===== src/rtl/johnson_pkg.sv =====
// rtl/johnson_pkg.sv - shared state enum and Johnson code helpers
package johnson_pkg;

  typedef enum logic [1:0] {
    UNLOCKED = 2'd0,
    LOCKING  = 2'd1,
    LOCKED   = 2'd2,
    ERROR    = 2'd3
  } mon_state_e;

  // Helpers work on a wide container; callers pass the real code width.
  localparam int MAX_W = 32;
  typedef logic [MAX_W-1:0] code_t;

  function automatic code_t width_mask(input int w);
    code_t m;
    m = '0;
    for (int i = 0; i < MAX_W; i++)
      if (i < w) m[i] = 1'b1;
    return m;
  endfunction

  function automatic code_t johnson_next(input code_t q, input int w);
    code_t n;
    n = q << 1;
    for (int i = 0; i < MAX_W; i++)
      if (i == w - 1) n[0] = ~q[i];
    return n & width_mask(w);
  endfunction

  // A value of the form 0..01..1 has no overlap with itself plus one.
  function automatic logic johnson_legal(input code_t q, input int w);
    code_t ones;
    code_t zeros;
    ones  = q & width_mask(w);
    zeros = ~q & width_mask(w);
    return ((ones & (ones + code_t'(1))) == '0) ||
           ((zeros & (zeros + code_t'(1))) == '0);
  endfunction

  function automatic int johnson_index(input code_t q, input int w);
    int   pop;
    logic msb;
    pop = 0;
    msb = 1'b0;
    for (int i = 0; i < MAX_W; i++) begin
      if (i < w && q[i]) pop++;
      if (i == w - 1) msb = q[i];
    end
    return msb ? (2 * w - pop) : pop;
  endfunction

endpackage


===== src/rtl/johnson_code_check.sv =====
// rtl/johnson_code_check.sv - classifies the sampled code against the previous one
module johnson_code_check
  import johnson_pkg::*;
#(
  parameter int WIDTH = 4,
  parameter int IDX_W = $clog2(2 * WIDTH)
) (
  input  logic [WIDTH-1:0] q_r,
  input  logic [WIDTH-1:0] q_p,
  output logic             legal,
  output logic             step,
  output logic             hold,
  output logic [IDX_W-1:0] index
);

  code_t r_ext;
  code_t p_ext;

  assign r_ext = code_t'(q_r);
  assign p_ext = code_t'(q_p);

  always_comb begin
    legal = johnson_legal(r_ext, WIDTH);
    step  = legal && (r_ext == johnson_next(p_ext, WIDTH));
    hold  = legal && (q_r == q_p);
    index = IDX_W'(johnson_index(r_ext, WIDTH));
  end

endmodule


===== src/rtl/johnson_phase_monitor.sv =====
// rtl/johnson_phase_monitor.sv - lock/phase/revolution monitor for a Johnson counter
module johnson_phase_monitor
  import johnson_pkg::*;
#(
  parameter int WIDTH      = 4,
  parameter int LOCK_COUNT = 4,
  parameter int REV_W      = 8
) (
  input  logic               clk,
  input  logic               reset,
  input  logic [WIDTH-1:0]   q_in,
  output logic [2*WIDTH-1:0] phase,
  output logic               locked,
  output logic               err,
  output logic               preset_req,
  output logic [REV_W-1:0]   rev_count
);

  localparam int IDX_W = $clog2(2 * WIDTH);
  localparam int CNT_W = (LOCK_COUNT > 1) ? $clog2(LOCK_COUNT) : 1;

  mon_state_e         state, state_d;
  logic [WIDTH-1:0]   q_r, q_p;
  logic [CNT_W-1:0]   lock_cnt, cnt_d;
  logic               legal, step, hold;
  logic [IDX_W-1:0]   index;
  logic [2*WIDTH-1:0] phase_d;
  logic               fault_d, rev_inc, err_q;

  johnson_code_check #(.WIDTH(WIDTH), .IDX_W(IDX_W)) u_check (
    .q_r  (q_r),
    .q_p  (q_p),
    .legal(legal),
    .step (step),
    .hold (hold),
    .index(index)
  );

  always_ff @(posedge clk or negedge reset) begin
    if (!reset) begin
      state    <= UNLOCKED;
      lock_cnt <= '0;
      q_r      <= '0;
      q_p      <= '0;
    end else begin
      state    <= state_d;
      lock_cnt <= cnt_d;
      q_r      <= q_in;
      q_p      <= q_r;
    end
  end

  always_comb begin
    state_d = state;
    cnt_d   = lock_cnt;
    case (state)
      UNLOCKED: if (legal) begin
        state_d = LOCKING;
        cnt_d   = '0;
      end
      LOCKING: begin
        if (step) begin
          if (lock_cnt == CNT_W'(LOCK_COUNT - 1)) state_d = LOCKED;
          else cnt_d = lock_cnt + CNT_W'(1);
        end else if (!hold) begin
          state_d = UNLOCKED;
          cnt_d   = '0;
        end
      end
      LOCKED: if (!step && !hold) state_d = ERROR;
      ERROR: begin
        state_d = UNLOCKED;
        cnt_d   = '0;
      end
      default: begin
        state_d = UNLOCKED;
        cnt_d   = '0;
      end
    endcase
  end

  // Phase follows the state being entered so it lines up with locked.
  always_comb begin
    fault_d = (state == LOCKED) && !step && !hold;
    rev_inc = (state == LOCKED) && step && (index == '0);
    phase_d = (state_d == LOCKED) ? ((2 * WIDTH)'(1) << index) : '0;
  end

  always_ff @(posedge clk or negedge reset) begin
    if (!reset) begin
      phase     <= '0;
      locked    <= 1'b0;
      err_q     <= 1'b0;
      rev_count <= '0;
    end else begin
      phase  <= phase_d;
      locked <= (state_d == LOCKED);
      err_q  <= fault_d;
      if (rev_inc) rev_count <= rev_count + REV_W'(1);
    end
  end

  assign err        = err_q;
  assign preset_req = err_q;

endmodule


===== config.mk =====
export PLATFORM = sky130hd
export DESIGN_NAME = johnson_phase_monitor
export DESIGN_NICKNAME = d
export VERILOG_FILES = /design/src/rtl/johnson_pkg.sv /design/src/rtl/johnson_code_check.sv /design/src/rtl/johnson_phase_monitor.sv
export SDC_FILE = /design/constraint.sdc
export NUM_CORES = 1
export LEC_CHECK = 0
export CAP_MARGIN = 0
export CORE_MARGIN = 2
export CORE_UTILIZATION = 55
export CTS_CLUSTER_SIZE = 12
export DETAILED_ROUTE_END_ITERATION = 6
export GPL_ROUTABILITY_DRIVEN = 0
export PLACE_DENSITY = 0.81
export RECOVER_POWER = 100
export SLEW_MARGIN = 25
export SYNTH_ARGS = -nofsm -noshare
export SYNTH_HDL_FRONTEND = slang
export SYNTH_HIERARCHICAL = 1
export SYNTH_SLANG_ARGS = --single-unit

===== constraint.sdc =====
create_clock -name clk -period 7.8 [get_ports clk]
set_input_delay 0.78 -clock clk [delete_from_list [all_inputs] [get_ports clk]]
set_output_delay 0.78 -clock clk [all_outputs]
set_load 0.05 [all_outputs]

==> impl_metrics.toml <==
[flow_run]
maxCapViolations = 1

[pwr]
vdd_drop_max_v = 0.000145
p_leak_nw = 0.963
pwr-share-clk_pct = 28.8
power_density_mw_per_mm2 = 180
sequentialPowerShare_pct = 49.4
combinationalPowerShare_pct = 21.8
p_int_w = 0.000233
switching_share_pct = 31.0
p_switching_w = 0.000105

[route]
num_vias = 1138
dr.pass1.iters = 4
viasPerCell = 5.61
routed_wl_um = 3180
drt-initial-drc-count = 52
drc = 0
ant_nets = 0
wl_per_cell_um = 15.7

[sta]
finClkSkew_ns = 0.0104
fmax_ghz = 0.289
period_share_pct = 44.3
hold_viol = 0
slew_viol_final = 31
finalCriticalPeriod_ns = 3.46
grt_setup_unrepaired = "false"
setup_tns_ns = 0
setup_viol = 0
max_slew_margin_pct = -5.03
tightestPinTransition_ns = 1.58

[cells_and_area]
final_nets = 189
drive_gt1_share_pct = 7.56
instances_no_fill = 203
area_delta_synth_final_pct = 15.6
diodes = 0
multi_input_area_sq_um = 744
layout_common_cells = "dfrtp_1 (30), dlygate4sd3_1 (24), xnor2_1 (13)"
regArea_sq_um = 751
final_common_cell = "dfrtp_1"
fill_cells = 215

[cts]
h-tree-depth = 2
path_clk_slew_ns = 0.10
clock-sinks = 30
insertion_delay_ns = 0.33
cts.path.max_buffers = 2
cts_resized = 0
numCtsBuffers = 5
root_buffer = "clkbuf_4"
cts_tree = "yes"
post_cts_buffers = 0
postCtsHoldBufs = 0

[setup_path]
crit_fanout = 8
cp-start-kind = "register"
arrival_ns = 3.68
end_kind = "register"
required_ns = 8.02
crit_type = "reg -> reg"

[global_routing]
overflow = 0
gr-usage-all-layers_pct = 21.9
grt_max_degree = 31
grt_first_pass_wirelength_um = 5550
grt_antenna_before_repair = 0
grt_pass1_vias = 1175

[synth]
synth_seq_area_share_pct = 46.2
ys_seq_elements = 30
syn_inst = 145
synth_edf_count = 0
ys.flop_type = "dfrtp_1"
syn_area_sq_mm = 0.00163
syn-num-nets = 163
ys_async_sr_fraction_pct = 100
ys_types = 40
ys_warn_count = 6
syn_avg_cell_area_sq_um = 11.2

[floorplan]
io_pins = 25
start_util_pct = 58.4
row_count = 19
die_y_um = 58.4
die_w_um = 58.4
die_area_sq_mm = 0.00341
core_sq_mm = 0.00278

[place]
io_buffer_count = 24
placed_cells = 195
dp_hpwl_um = 2210

[run_status]
violations = "max-capacitance violations, max-slew violations"
status = "finished with violations"

[hold_path]
hp-class = "reg -> reg"
-- registers in the layout (all words and copies together) (netlist names) --
signal	flops
phase	8
q_r	4
locked	1
q_p	4
state	2
err	1
rev_count	8
lock_cnt	2
-- per-stage QoR --
stage | utilization (%) | hold slack [ns] | cell area [sq um] | total power, W | setup slack [ns]
floorplan | - | 0.352 | 1630 | 0.000234 | 4.62
global placement | 67.3 | 0.455 | 1870 | 0.000247 | 4.56
detailed placement | 67.3 | 0.481 | 1870 | 0.000252 | 4.41
CTS | 69.5 | 0.498 | 1930 | 0.000352 | 4.31
global route | 67.6 | 0.512 | 1880 | 0.000358 | 4.12
finish | 67.6 | 0.485 | 1880 | 0.000338 | 4.34
-- cells by family after synthesis --
group | count (synthesis) | share of synthesized area (%)
simple gates | 45 | 17.3
flops | 30 | 46.2
compound gates | 22 | 11.5
xor+xnor | 19 | 10.2
buf+inv | 16 | 4.85
fa+ha+maj | 12 | 9.24
mux | 1 | 0.693
-- power by group through the flow --
stage	clock, W	combinational (W)	sequential, W
finish	0.0000973	0.0000736	0.000167
floorplan	0	0.0000665	0.000167
global placement	0	0.0000774	0.000169
detailed placement	0	0.0000820	0.000170
global route	0.000108	0.0000826	0.000168
CTS	0.000102	0.0000831	0.000167
-- critical path, stage by stage, from the launching register on --
cell and delay (ns):
dfrtp_1 0.53, inv_1 0.13, ha_1 0.32, xor2_1 0.23
ha_1 0.27, a21oi_1 0.15, ha_1 0.17, xnor2_1 0.12
nand2_1 0.08, xor2_1 0.61, nor2_1 0.16, and4b_1 0.28
mux2_2 0.28
-- final cells by class --
type / count / area share, %
sequential: 30 / 39.9
clock buffer: 6 / 2.73
clock inverter: 2 / 0.666
timing repair buffer: 25 / 13.0
tap: 31 / 2.06
multi-input combinational: 99 / 39.6
inverter: 10 / 2.00
-- synthesized netlist by cell type, drive strengths merged, types with 3 or more instances --
cell type | number | area, sq um
inv | 10 | 37.5
nand4 | 5 | 31.3
xnor2 | 13 | 114
nand3 | 3 | 20.0
a21o | 3 | 22.5
dfrtp | 30 | 751
ha | 12 | 150
xor2 | 6 | 52.6
a21oi | 7 | 35.0
clkbuf | 3 | 11.3
nand2 | 12 | 45.0
buf | 3 | 30.0
nor2 | 8 | 30.0
-- per-layer routing --
metal | track usage (%) | vias up | wire length, um
li1 | - | 549 | -
met2 | 35.5 | 35 | 1570
met5 | 0 | - | 0
met1 | 29.2 | 549 | 1450
met4 | 8.97 | 0 | 39
met3 | 4.18 | 5 | 126
-- worst paths after layout --
path                               from           end  slack (ns)  depth (start not counted)
setup / recovery                 q_r[1]  rev_count[1]        4.34                         12
hold / removal             rev_count[7]  rev_count[7]        0.49                          1
setup reg to reg                 q_r[1]  rev_count[1]        4.34                         12
hold reg to reg            rev_count[7]  rev_count[7]        0.49                          1
max in group asynchronous         reset      phase[6]        5.52                          2
min in group asynchronous         reset   lock_cnt[1]        1.36                          2
Note: power is estimated with default switching activity, not from simulation.
